<file path="src/rtl/core_pkg.sv">
// Shared types for the hazard/forwarding controller: result-source and
// forward-select encodings, and the per-stage pipeline records.
package core_pkg;

    typedef enum logic [1:0] {
        WB_ALU  = 2'b00,
        WB_LOAD = 2'b01,
        WB_PC   = 2'b10
    } wb_src_t;

    typedef enum logic [1:0] {
        FWD_RF  = 2'b00,
        FWD_MEM = 2'b01,
        FWD_WB  = 2'b10
    } fwd_sel_t;

    typedef struct packed {
        logic       valid;
        logic [4:0] rd;
        logic       we;
        wb_src_t    wb_src;
    } stage_rec_t;

    typedef struct packed {
        stage_rec_t base;
        logic [4:0] rs1;
        logic [4:0] rs2;
        logic       rs1_used;
        logic       rs2_used;
    } ex_rec_t;

    // x0 is hardwired, so a write to it never produces a usable result.
    function automatic logic rec_wr(input stage_rec_t r);
        return r.valid && r.we && (r.rd != 5'd0);
    endfunction

    // The unused encoding 11 behaves as PC+4.
    function automatic wb_src_t norm_wb_src(input logic [1:0] src);
        wb_src_t res;
        case (src)
            2'b00:   res = WB_ALU;
            2'b01:   res = WB_LOAD;
            default: res = WB_PC;
        endcase
        return res;
    endfunction

endpackage

</file>
<file path="src/rtl/fwd_select.sv">
// Operand forward select for one EX source: the younger MEM producer wins
// over the older WB producer.
module fwd_select
    import core_pkg::*;
(
    input  logic [4:0] i_rs,
    input  logic       i_rs_used,
    input  logic       i_mem_wr,
    input  logic [4:0] i_mem_rd,
    input  logic       i_wb_wr,
    input  logic [4:0] i_wb_rd,
    output fwd_sel_t   o_sel
);

    always_comb begin
        o_sel = FWD_RF;
        if (i_rs_used && i_mem_wr && (i_mem_rd == i_rs)) begin
            o_sel = FWD_MEM;
        end else if (i_rs_used && i_wb_wr && (i_wb_rd == i_rs)) begin
            o_sel = FWD_WB;
        end
    end

endmodule

</file>
<file path="src/rtl/hazard_fwd_ctrl.sv">
// Hazard and forwarding controller for the 5-stage core: tracks EX/MEM/WB
// records and derives forwarding, result-mux selects, stall, flush and freeze.
module hazard_fwd_ctrl
    import core_pkg::*;
#(
    parameter int CNT_W = 16
) (
    input  logic             i_clk,
    input  logic             i_rst_n,
    input  logic             i_id_valid,
    input  logic [4:0]       i_id_rs1,
    input  logic [4:0]       i_id_rs2,
    input  logic             i_id_rs1_used,
    input  logic             i_id_rs2_used,
    input  logic [4:0]       i_id_rd,
    input  logic             i_id_rd_we,
    input  logic [1:0]       i_id_wb_src,
    input  logic             i_ex_branch_taken,
    input  logic             i_mem_busy,
    output logic             o_stall_if,
    output logic             o_stall_id,
    output logic             o_flush_ifid,
    output logic [1:0]       o_fwd_rs1_sel,
    output logic [1:0]       o_fwd_rs2_sel,
    output logic             o_mem_res_sel0,
    output logic             o_mem_res_sel1,
    output logic             o_wb_res_sel0,
    output logic             o_wb_res_sel1,
    output logic [CNT_W-1:0] o_stall_cnt,
    output logic [CNT_W-1:0] o_flush_cnt
);

    localparam logic [CNT_W-1:0] CNT_MAX = '1;
    localparam logic [CNT_W-1:0] CNT_ONE = {{(CNT_W-1){1'b0}}, 1'b1};

    ex_rec_t          r_ex;
    stage_rec_t       r_mem;
    stage_rec_t       r_wb;
    logic [CNT_W-1:0] r_stall_cnt;
    logic [CNT_W-1:0] r_flush_cnt;

    ex_rec_t    w_id_rec;
    logic       w_lu;
    logic       w_fl;
    logic       w_lu_stall;
    logic       w_mem_wr;
    logic       w_wb_wr;
    fwd_sel_t   w_fwd_rs1;
    fwd_sel_t   w_fwd_rs2;
    logic [1:0] w_mem_res;
    logic [1:0] w_wb_res;

    always_comb begin
        w_id_rec               = '0;
        w_id_rec.base.valid    = 1'b1;
        w_id_rec.base.rd       = i_id_rd;
        w_id_rec.base.we       = i_id_rd_we;
        w_id_rec.base.wb_src   = norm_wb_src(i_id_wb_src);
        w_id_rec.rs1           = i_id_rs1;
        w_id_rec.rs2           = i_id_rs2;
        w_id_rec.rs1_used      = i_id_rs1_used;
        w_id_rec.rs2_used      = i_id_rs2_used;
    end

    assign w_lu = i_id_valid && (r_ex.base.wb_src == WB_LOAD) && rec_wr(r_ex.base) &&
                  ((i_id_rs1_used && (i_id_rs1 == r_ex.base.rd)) ||
                   (i_id_rs2_used && (i_id_rs2 == r_ex.base.rd)));
    assign w_fl = i_ex_branch_taken && r_ex.base.valid && !i_mem_busy;

    // A squashed ID instruction must not also stall the front end.
    assign w_lu_stall = w_lu && !w_fl;

    assign o_stall_if   = i_mem_busy || w_lu_stall;
    assign o_stall_id   = i_mem_busy || w_lu_stall;
    assign o_flush_ifid = w_fl;

    assign w_mem_wr = rec_wr(r_mem);
    assign w_wb_wr  = rec_wr(r_wb);

    fwd_select u_fwd_rs1 (
        .i_rs      (r_ex.rs1),
        .i_rs_used (r_ex.rs1_used),
        .i_mem_wr  (w_mem_wr),
        .i_mem_rd  (r_mem.rd),
        .i_wb_wr   (w_wb_wr),
        .i_wb_rd   (r_wb.rd),
        .o_sel     (w_fwd_rs1)
    );

    fwd_select u_fwd_rs2 (
        .i_rs      (r_ex.rs2),
        .i_rs_used (r_ex.rs2_used),
        .i_mem_wr  (w_mem_wr),
        .i_mem_rd  (r_mem.rd),
        .i_wb_wr   (w_wb_wr),
        .i_wb_rd   (r_wb.rd),
        .o_sel     (w_fwd_rs2)
    );

    assign o_fwd_rs1_sel = w_fwd_rs1;
    assign o_fwd_rs2_sel = w_fwd_rs2;

    assign w_mem_res      = r_mem.valid ? r_mem.wb_src : 2'b00;
    assign w_wb_res       = r_wb.valid  ? r_wb.wb_src  : 2'b00;
    assign o_mem_res_sel0 = w_mem_res[0];
    assign o_mem_res_sel1 = w_mem_res[1];
    assign o_wb_res_sel0  = w_wb_res[0];
    assign o_wb_res_sel1  = w_wb_res[1];

    assign o_stall_cnt = r_stall_cnt;
    assign o_flush_cnt = r_flush_cnt;

    // A busy data memory freezes every record and both counters.
    always_ff @(posedge i_clk) begin
        if (!i_rst_n) begin
            r_ex        <= '0;
            r_mem       <= '0;
            r_wb        <= '0;
            r_stall_cnt <= '0;
            r_flush_cnt <= '0;
        end else if (!i_mem_busy) begin
            r_wb  <= r_mem;
            r_mem <= r_ex.base;
            if (w_fl || w_lu || !i_id_valid) begin
                r_ex <= '0;
            end else begin
                r_ex <= w_id_rec;
            end
            if (w_lu_stall && (r_stall_cnt != CNT_MAX)) begin
                r_stall_cnt <= r_stall_cnt + CNT_ONE;
            end
            if (w_fl && (r_flush_cnt != CNT_MAX)) begin
                r_flush_cnt <= r_flush_cnt + CNT_ONE;
            end
        end
    end

endmodule
</file>
<file path="config.mk">
export PLATFORM = sky130hd
export DESIGN_NAME = hazard_fwd_ctrl
export DESIGN_NICKNAME = d
export VERILOG_FILES = /design/src/rtl/core_pkg.sv /design/src/rtl/fwd_select.sv /design/src/rtl/hazard_fwd_ctrl.sv
export SDC_FILE = /design/constraint.sdc
export NUM_CORES = 1
export LEC_CHECK = 0
export ABC_CLOCK_PERIOD_IN_PS = 3450
export CORE_ASPECT_RATIO = 1.5
export CORE_MARGIN = 3
export CORE_UTILIZATION = 52
export CTS_CLUSTER_SIZE = 12
export DETAILED_ROUTE_END_ITERATION = 6
export PLACE_DENSITY = 0.81
export SYNTH_ARGS = -nofsm -noshare
export SYNTH_HDL_FRONTEND = slang
export SYNTH_SLANG_ARGS = --single-unit
</file>
<file path="constraint.sdc">
create_clock -name i_clk -period 3.45 [get_ports i_clk]
set_clock_uncertainty 0.05 [all_clocks]
set_input_delay 1.035 -clock i_clk [delete_from_list [all_inputs] [get_ports i_clk]]
set_output_delay 1.035 -clock i_clk [all_outputs]
set_load 0.05 [all_outputs]
</file>
After elaboration in Yosys (flattened, before gate mapping). Cells that the tools add are included.

Output and inout port bits: 43. Register bits after elaboration: 71. Bits of input ports: 25. Word-level logic and storage cells: 76.

Equality and inequality tests: 10. Reductions and logical operators: 37. Add/sub/neg operators: 2. Mux-type cells: 8. Bitwise gates (word level): 1.

Operators with widths (number): adder 16 x 1 -> 16 bit, second input constant (2); inequality test 16 bit, second input constant (2); equality test 5 bit (6); logical AND 1 bit (24); two-way mux 21 bit (1); nonzero test 5 bit (3); two-way mux 2 bit (6); equality test 2 x 1 -> 1 bit, second input constant (2); logical OR 1 bit (4); case mux 2 bit (2 select lines) (1); AND reduction 2 bit (2); zero test 1 bit (3); zero test 2 bit (1); NOT 1 bit (1).

Depth between registers and ports, before layout. Gate-level depths: netlist (run 1).

Depth after elaboration: 7. Gate-level depth with buffers: 7. Gate-level depth less buffers: 7.

Modules after synthesis. Synthesis (run 1) repeated with hierarchy kept, for this count alone.

Cell total of the unflattened synthesis: 376. Area total of the unflattened synthesis: 3472.1 um2.

Modules (own cells, without submodules): hazard_fwd_ctrl (sequential area each 1421.4 um2, instances 1, area an instance 3209.3 um2, cells each 344); fwd_select (sequential area each 0.0 um2, instances 2, area an instance 131.4 um2, cells each 16).

Worst setup path after synthesis (run 1). No wires, ideal clock.

Path kind: input -> output. Start: input port i_id_rs2[4]. End: output port o_stall_if. Stages: 6. Data arrival time: 3488 ps. Data required time: 2365 ps. Path buffers: 2. Path slack: -1123 ps. Cells stage by stage: xor2_1 nor4_1 a32oi_1 clkbuf_1 o31ai_1 buf_4.

Word-level cells in the longest chain between the ends: 6.

RTL lines: start: declaration (RTL line hazard_fwd_ctrl.sv:12) `input logic [4:0] i_id_rs2,`; equality test 5 bit (RTL line hazard_fwd_ctrl.sv:67) `(i_id_rs2_used && (i_id_rs2 == r_ex.base.rd)));`; logical AND 1 bit (RTL line hazard_fwd_ctrl.sv:67); logical OR 1 bit (RTL line hazard_fwd_ctrl.sv:66) `((i_id_rs1_used && (i_id_rs1 == r_ex.base.rd)) ||`; logical AND 1 bit (RTL line hazard_fwd_ctrl.sv:65) `assign w_lu = i_id_valid && (r_ex.base.wb_src == WB_LOAD) && rec_wr(r_ex.base) &&`; logical AND 1 bit (RTL line hazard_fwd_ctrl.sv:71) `assign w_lu_stall = w_lu && !w_fl;`; logical OR 1 bit; end: declaration (RTL line hazard_fwd_ctrl.sv:20) `output logic o_stall_if,`.

Every way passes these cells.

Worst setup path in the final report (run 1).
Start: input port i_id_rs1_used. End: output port o_stall_if.

Word-level cells in the longest chain between the ends: 5.

RTL lines: start: declaration (RTL line hazard_fwd_ctrl.sv:13) `input logic i_id_rs1_used,`; logical AND 1 bit (RTL line hazard_fwd_ctrl.sv:66); logical OR 1 bit (RTL line hazard_fwd_ctrl.sv:66); logical AND 1 bit (RTL line hazard_fwd_ctrl.sv:65); logical AND 1 bit (RTL line hazard_fwd_ctrl.sv:71); logical OR 1 bit (RTL line hazard_fwd_ctrl.sv:73) `assign o_stall_if = i_mem_busy || w_lu_stall;`.

Every way passes these cells.

==> impl_metrics.yaml, run 1 <==
timing:
  finalMaxSlewViolations: 0
  relSlewSlack_pct: 55.55
  fmax_mhz: 289.7
  fin_crit_sh_pct: 100.1
  fin_crit_ns: 3.452
  hold_violations: 0
  tightest_slew_ns: 0.6643
  rsz0062_at_grt: "true"
  setup_viol: 1
  fin_ws_ns: -0.001760
global_routing:
  antenna_found_initial: 0
  grt_usage_pct: 23.41
  grt_pass1_wl_mm: 14.28
  grt_pass1_vias: 3069
  grt_overflow: 0
  grt_max_degree: 36
setup_path:
  max_stage_delay_ns: 0.49
  crit_slowest_cell: "clkdlybuf4s50_1"
  cp_data_arrival_time_ns: 2.37
  crit_chain: "clkdlybuf4s50_1, and2_1, a32oi_2, o31ai_4, buf_12"
  critical_path.max_fanout: 2
  cp.required_ns: 2.36
  crit_type: "in -> out"
  cpLargestDelayFamily: "buffers and inverters"
  startpoint_type: "primary input"
  cp.buffers_inverters: 2
  worstSetupEndpointType: "output port"
layout:
  register_area_um2: 1421
  diodes: 0
  final_core_util_pct: 71.49
  final_cells: 528
  multi_input_area_um2: 1973
  nNetsFinal: 476
  drive_above_1_share_pct: 11.67
  area_growth_pct: 30.69
  fillers: 502
logic_synthesis:
  synth_top_area_share_pct: 41.20
  synthTopCellsByCount: "71 x dfxtp_1, 33 x nor2_1, 31 x mux2i_1, 31 x nand2_1, 24 x xnor2_1"
  syn_area_per_cell_um2: 9.150
  syn_nets: 404
  async_flop_share_pct: 0
  synth_cell_types: 41
  synthFlopType: "dfxtp_1"
  synth_warnings: 0
  seq_area_frac_synth_pct: 41.20
  synth-edff-count: 0
  synth.most_common_cell: "dfxtp_1"
  syn_inst: 377
  yosysTopAreaCell: "dfxtp_1"
  synthTopCellsByArea: "dfxtp_1 41%, mux2i_1 9.0%, xnor2_1 6.1%, a22o_1 4.8%, xor2_1 4.6%"
  synth_seq_cells: 71
  synth.cell_area_um2: 3450
die:
  core_area_um2: 6306
  dieHeight_um: 105.8
  fp.dieArea_um2: 7667
  rows: 35
  num_io_pins: 68
  die_w_um: 72.50
  start_util_pct: 54.70
pwr:
  p_leak_nw: 1.709
  p_total_mw: 1.741
  ir_drop_uv: 327.4
  power_density_nw_per_um2: 386.1
clock_network:
  clockBufferDepth: 2
  cts_hold_buf: 0
  htreeDepth: 3
  cts-root-buf: "clkbuf_8"
  cts_tree: "built"
  path_clk_slew_ns: 0.08
  clock_latency_ns: 0.36
  cts_sinks: 71
  cts_inserted_buffers: 9
min_path:
  hold_class: "reg -> reg"
run:
  max_cap_violations: 0
route:
  detail_route.wl_per_cell_um: 16.40
  drt-total-wl_mm: 8.661
  vias: 3034
  drcViolationCount: 0
  initialDrtViolationCount: 122
  dr.pass1.iters: 4
  antenna_left: 0
  vias_per_cell: 5.746
placement:
  pre_cts_slack_ns: -0.3920
  placed_cells: 512
  dp_hpwl_mm: 6.240
  io_buffers: 67
  place.gp.congestion: 0.9076
outcome:
  status: "finished with violations"
  violations: "setup timing"
-- report_power, final --
part | leakage [nW] | total (mW) | internal [mW] | switching [mW]
clock | 0.104 | 0.747 | 0.412 | 0.335
sequential | 0.574 | 0.851 | 0.832 | 0.0189
combinational | 1.03 | 0.143 | 0.0723 | 0.0705
-- flip-flops by register name (all words and copies together), names as in the netlist --
register and count:
o_flush_cnt 16, o_stall_cnt 16, r_ex 21, r_mem 9, r_wb 9
-- worst paths after layout --
kind / slack, ns / cells past startpoint / start / to
worst min register to register: 0.44 / 2 / r_wb[0] / r_wb[0]
worst max register to register: 1.15 / 6 / o_stall_cnt[1] / o_stall_cnt[0]
worst max-delay path: -0.002 / 5 / i_id_rs1_used / o_stall_if
worst min-delay path: 0.44 / 2 / r_wb[0] / r_wb[0]
-- cell families (layout without fill, tap and decap cells) --
kind of cell    count (synthesis)  count (layout)  synth area share (%)
xor+xnor                       42              42                 10.66
simple gates                  155             155                 23.47
fa+ha+maj                       2               2                0.7253
buf+inv                        25             102                 3.446
compound gates                 51              51                 11.50
flops                          71              71                 41.20
mux                            31              31                 8.995
-- layout make-up --
| type | count | area share (%) |
|---|---|---|
| multi-input cells | 281 | 43.77 |
| repair buffers | 81 | 17.32 |
| well taps | 74 | 2.054 |
| inverters | 5 | 0.4441 |
| clock inverters | 6 | 2.054 |
| flip-flops and latches | 71 | 31.53 |
| clock buffers | 10 | 2.831 |
-- tightest hold or removal path, delay by kind of cell, from the launching register on --
| kind | cells | cell delay [ns] |
|---|---|---|
| DFF | 1 | 0.33 |
| and+or+nand+nor | 1 | 0.07 |
| muxes | 1 | 0.06 |
-- layer usage --
layer / vias to the layer above / track usage [%] / wire, um
met5: - / 0 / 0
met4: 0 / 9.235 / 213
met3: 16 / 5.916 / 419
met2: 75 / 40.81 / 4529
met1: 1434 / 26.71 / 3499
li1: 1509 / - / -
-- through the flow --
| step | area [um2] | TNS, ns | hold slack (ns) |
|---|---|---|---|
| 6_report | 4508 | -0.001760 | 0.4430 |
| 4_1_cts | 4478 | 0 | 0.4545 |
| 3_3_place_gp | 4273 | -0.7698 | 0.4131 |
| 3_5_place_dp | 4273 | -0.7824 | 0.4319 |
| 2_1_floorplan | 3487 | -0.2739 | 0.4051 |
| 5_1_grt | 4508 | -0.1063 | 0.4889 |
-- layout by cell type, fill, tap and decap left out, types with 13 or more instances in the layout --
master           Yosys  final
nand3_1             15     15
xnor2_1             24     24
nor2_1              33     33
a22o_1              19     19
nand2b_1            13     13
xor2_1              18     16
nand2_1             31     31
mux2i_1             31     31
clkdlybuf4s50_1      0     50
buf_4                1     16
nor4_1              16     14
dfxtp_1             71     71
-- repair_timing --
| item | in CTS | in global routing |
|---|---|---|
| setup buffers | 0 | 0 |
| setup endpoints to repair | 4 | 2 |
| gates resized for setup | 37 | 9 |
| gates cloned | 0 | 0 |
| pin swaps | 6 | 4 |
(Power assumes the default switching activity.)
==> run 2: changes to the inputs <==
--- a/config.mk
+++ b/config.mk
@@ -11,6 +11,7 @@
 export CORE_UTILIZATION = 52
 export CTS_CLUSTER_SIZE = 12
 export DETAILED_ROUTE_END_ITERATION = 6
+export GPL_ROUTABILITY_DRIVEN = 0
 export PLACE_DENSITY = 0.81
 export SYNTH_ARGS = -nofsm -noshare
 export SYNTH_HDL_FRONTEND = slang
==> results of run 2 <==
The final DEF is identical to that of run 1; final timing and power are the same.
==> variant 1, RTL diff (flow settings as in run 1) <==
Register the output `o_flush_cnt` once more, without a reset; this adds one clock of latency there. The other outputs are not delayed to match.
--- a/src/rtl/hazard_fwd_ctrl.sv
+++ b/src/rtl/hazard_fwd_ctrl.sv
@@ -109,5 +109,7 @@
 
     assign o_stall_cnt = r_stall_cnt;
-    assign o_flush_cnt = r_flush_cnt;
+    always_ff @(posedge i_clk) begin
+        o_flush_cnt <= r_flush_cnt;
+    end
 
     // A busy data memory freezes every record and both counters.
Behaviour: not the same (Yosys sat finds a counterexample within 4 cycles, from zero or initial values and one cycle with i_rst_n low).
==> variant 1 against run 1 <==
- routed wire length is 2.1% lower
- total power grew 4.3%
- final area up 4.8%
- worst setup slack improved by 52 ps
- die area is 7.2% higher
- sequential cell count is 16 higher
- synthesized area is 7.7% higher
- largest cell class unchanged
- largest power group unchanged
- highest routed layer unchanged
==> variant 1: results (changes against run 1) <==
[synthesis]
yosysSeqAreaShare=0.4687  ; +0.05664
synthTopCellsByArea=dfxtp_1 47%, mux2i_1 6.2%, xnor2_1 5.7%, a22o_1 4.5%, xor2_1 4.2%
yosys.cell_types.count=50  ; +22%
synth_common_cells=87 x dfxtp_1, 32 x nor2_1, 24 x xnor2_1
synth.avg_cell_area_um2=9.728  ; +6.3%
syn_nets=409  ; +1.2%

[drt]
wl_per_cell_um=15.73  ; -4.1%
routed_wl_um=8481  ; -2.1%
route.vias.total=3137  ; +3.4%
drt_first_iter_violations=221  ; +81%

[cts]
clk_pin_slew_worst_paths_ps=100  ; +20 ps

[pwr]
leakage_uw=0.001820  ; +6.4%
intPower_uw=1351  ; +2.6%
vdd_ir_drop_max_mv=0.3040  ; -7.1%

[place]
pre_cts_ws_ps=-346.8  ; +45.19 ps
dp_hpwl_um=6118  ; -2.0%
dp.cells=521  ; +1.8%
placed_cell_area_mm2=0.004516  ; +5.7%
place_congestion=0.8767  ; -3.4%

[global_route]
grt_util_all_layers=0.2205  ; -0.01358
grt_pass1_vias=3046  ; -0.75%
grt_pass1_wl_um=13990  ; -2.0%
grt_start_max_net_pins=43  ; +19%

[critical_path]
crit_path_start=i_id_rs2_used
reg2reg_from=r_ex[15]$_SDFFE_PN0N_
arrival_ps=2320  ; -50 ps

[worst_hold_path]
hold_start=r_flush_cnt[5]$_SDFFE_PN0P_

[cells_and_area]
drive_above_1_share=0.1150  ; -0.001773
nets=483  ; +1.5%

[status]
outcome=complete, no violations

-- variant 1: logic make-up (layout without fill, tap and decap cells) --
family	count (synthesis)	count (layout)	synth area share
flops	87	87	0.4687
xor+xnor	42	42	0.09899
simple gates	147	147	0.2175
mux	23	23	0.06195
compound gates	58	58	0.1178
fa+ha+maj	2	2	0.006733
buf+inv	23	102	0.02828
-- variant 1: worst reg2reg max path, cell delays in order (launching register included) --
cell and delay [ps]:
dfxtp_1 500, xor2_2 120, nor4_2 320, a32oi_2 190, buf_4 170, buf_4 210
o41a_1 350, buf_4 210, a22o_1 250
-- variant 1: worst paths after layout --
check	end	slack, ps	cells past startpoint
max	o_stall_if	50	5
min	o_flush_cnt[5]$_DFF_P_	340	0
max reg2reg	r_ex[5]$_SDFFE_PN0N_	990	8
min reg2reg	o_flush_cnt[5]$_DFF_P_	340	0
-- variant 1: power by group through the flow --
| stage | sequential (uW) | combinational, uW | clock [uW] |
|---|---|---|---|
| after global routing | 1040 | 146 | 696 |
| after detailed placement | 1060 | 135 | 0 |
| final | 1040 | 135 | 645 |
| after global placement | 1060 | 131 | 0 |
| after CTS | 1040 | 134 | 656 |
| after floorplan | 1050 | 76.9 | 0 |
-- variant 1: final cells by class --
type | instances | area, um^2
fill | 588 | 2173
multi-input combinational | 272 | 1904
sequential | 87 | 1742
timing repair buffer | 81 | 780.7
clock buffer | 9 | 123.9
tap | 78 | 97.59
clock inverter | 7 | 57.56
inverter | 5 | 18.77
-- variant 1: layer usage --
metal,share of wire,GRT usage,up-vias
met5,0,0,-
met4,0.015,0.07506,0
met3,0.050,0.06313,11
met2,0.52,0.3772,75
met1,0.42,0.2589,1515
li1,-,-,1536
-- variant 1: what timing repair did --
item                                    CTS  global route
pin swaps                                 7             7
resized for setup                        26            12
buffers inserted                          2             0
endpoints found under the setup margin    2             4
==> variant 2, RTL diff (flow settings as in run 1) <==
Without the edit above. Set the parameter `CNT_W` to 32 (it was 16).
--- a/src/rtl/hazard_fwd_ctrl.sv
+++ b/src/rtl/hazard_fwd_ctrl.sv
@@ -4,5 +4,5 @@
     import core_pkg::*;
 #(
-    parameter int CNT_W = 16
+    parameter int CNT_W = 32
 ) (
     input  logic             i_clk,
Ports: changed (resized o_flush_cnt and o_stall_cnt); port bits go from 68 to 100. The function was not compared with the original's and may differ.
==> variant 2 against run 1 <==
- worst setup slack gained 60 ps
- synthesized area grew 45%
- non-clock buffer count grew 34
- sequential cell count grew 32
- total power grew 39%
- synthesized cell count grew 45%
- via count grew 45%
- worst hold slack gained 3.0 ps
- routed wire length grew 43%
- final area grew 44%
==> variant 2: results (changes against run 1) <==
[drt]
wl_per_cell_um=16.23  ; -1.0%
drt_first_iter_violations=193  ; +58%
route.vias.total=4410  ; +45%
drc=0  ; unchanged
dr.pass1.iters=4  ; unchanged

[pwr]
p_switching_uw=516.5  ; +22%
vdd_ir_drop_max_mv=0.2885  ; -12%
leakage_uw=0.002337  ; +37%

[place]
pre_cts_ws_ps=-222.3  ; +169.6 ps
placed_cell_area_mm2=0.006155  ; +44%
portBuffers=99  ; +48%
place_congestion=0.8336  ; -8.2%
dp_hpwl_um=9057  ; +45%
dp.cells=748  ; +46%

[global_route]
grt_util_all_layers=0.2323  ; -0.001810
grt_antenna_before_repair=1  ; +1
grt_pass1_wl_um=20570  ; +44%
grt_start_max_net_pins=88  ; +140%

[timing]
tightestPinTransition_ps=1313  ; +649.0 ps
slew_viol_final=0  ; unchanged

[synthesis]
syn_nets=573  ; +42%
yosys.cell_types.count=48  ; +17%
synthCells=546  ; +45%
yosysSeqAreaShare=0.4125  ; +0.0004736
synthTopCellsByArea=dfxtp_1 41%, xnor2_1 9.1%, and2_1 5.5%, mux2i_1 3.8%, nand4_1 3.8%
synth_common_cells=103 x dfxtp_1, 52 x xnor2_1, 44 x and2_1
async_reset_ff_frac=0  ; unchanged
synth_top_area_share=0.4125  ; +0.0004736
synth_warnings=0  ; unchanged

[cells_and_area]
nets=675  ; +42%
num-fill-cells=732  ; +46%
instances_no_fill=765  ; +45%
n_antenna_cell=0  ; unchanged
drive_above_1_share=0.06585  ; -0.05089

[cts]
htree_levels=3  ; unchanged
clock_latency_ps=340  ; -20 ps
clk_pin_slew_worst_paths_ps=70
cts_made_buffers=9  ; unchanged
cts-root-buf=clkbuf_16
cts_buffer_depth=2  ; unchanged

[critical_path]
critical-path-slowest-cell=clkdlybuf4s50_1
slowest_delay_ps=510  ; +20 ps
worstPathMaxFanout=2  ; unchanged
arrival_ps=2310  ; -60 ps

[status]
outcome=complete, no violations

[worst_hold_path]
hp-class=reg2reg

==> variant 2: cell types whose count changed in the layout (fill, tap and decap cells not counted), moves of 11 or more <==
| cell | change |
|---|---|
| and2_1 | +37 |
| nor3_1 | +11 |
| clkdlybuf4s50_1 | +29 |
| o21ai_0 | +16 |
| xnor2_1 | +26 |
| nand2b_1 | -11 |
| dfxtp_1 | +32 |
| nand4_1 | +18 |
| a21boi_0 | +19 |
| nor2_1 | -20 |
| nor2b_1 | +19 |
| nand3_1 | +14 |
| mux2i_1 | -12 |
==> variant 2: cell type report <==
class	instances	area, um^2	share of cell area
multi-input combinational	409	2815	0.4342
sequential	103	2062	0.3180
timing repair buffer	115	1117	0.1723
clock buffer	14	274.0	0.04226
tap	112	140.1	0.02161
clock inverter	2	37.54	0.005789
inverter	10	37.54	0.005789
==> variant 2: critical path: cells and delay by family <==
kind | cells | cell delay, ps
compound gates | 2 | 400
buf+inv | 2 | 640
simple gates | 2 | 220
==> variant 2: cells by family after synthesis <==
family / count (synthesis) / share of synthesized area
adders and majority gates: 2 / 0.005005
buffers and inverters: 34 / 0.03029
AOI/OAI and AO/OA: 82 / 0.1204
muxes: 19 / 0.03805
and+or+nand+nor: 239 / 0.2763
xor gates and xnor gates: 67 / 0.1174
DFF: 103 / 0.4125
==> variant 2: final timing paths <==
path                            cells after the start                   startpoint  slack, ps                           to
worst max register to register                      6        r_ex[15]$_SDFFE_PN0N_        510         r_ex[4]$_SDFFE_PN0N_
worst max-delay path                                6                i_id_rs2_used         60                   o_stall_if
worst min register to register                      2  o_flush_cnt[1]$_SDFFE_PN0P_        450  o_flush_cnt[1]$_SDFFE_PN0P_
worst min-delay path                                2  o_flush_cnt[1]$_SDFFE_PN0P_        450  o_flush_cnt[1]$_SDFFE_PN0P_
==> variant 2: what timing repair did <==
item	in CTS	in global routing
endpoints found under the setup margin	4	2
buffers inserted	0	1
gates cloned	0	0
hold endpoints to repair	0	0
resized for setup	16	2
pin swaps	7	1
==> variant 2: stage by stage <==
stage	hold slack [ps]	setup TNS, ps	power [uW]
floorplan	405.6	-122.8	1327
global placement	421.5	-1964	1386
detailed placement	437.1	-3138	1389
CTS	454.2	0	2430
global route	474.9	-13.62	2479
finish	446.0	0	2413
==> variant 2: layer usage <==
metal  vias to the layer above  track usage  part of all wire
met5                         -            0           0.00056
met4                         2      0.08388             0.019
met3                        23      0.04843             0.048
met2                       119       0.4021              0.51
met1                      2096       0.2796              0.43
li1                       2170            -                 -
==> variant 2: power groups by stage <==
| stage | registers (uW) | logic, uW | clock network (uW) |
|---|---|---|---|
| finish | 1220 | 140 | 1050 |
| global route | 1220 | 151 | 1110 |
| CTS | 1220 | 141 | 1070 |
| detailed placement | 1250 | 142 | 0 |
| global placement | 1250 | 139 | 0 |
| floorplan | 1240 | 85.2 | 0 |
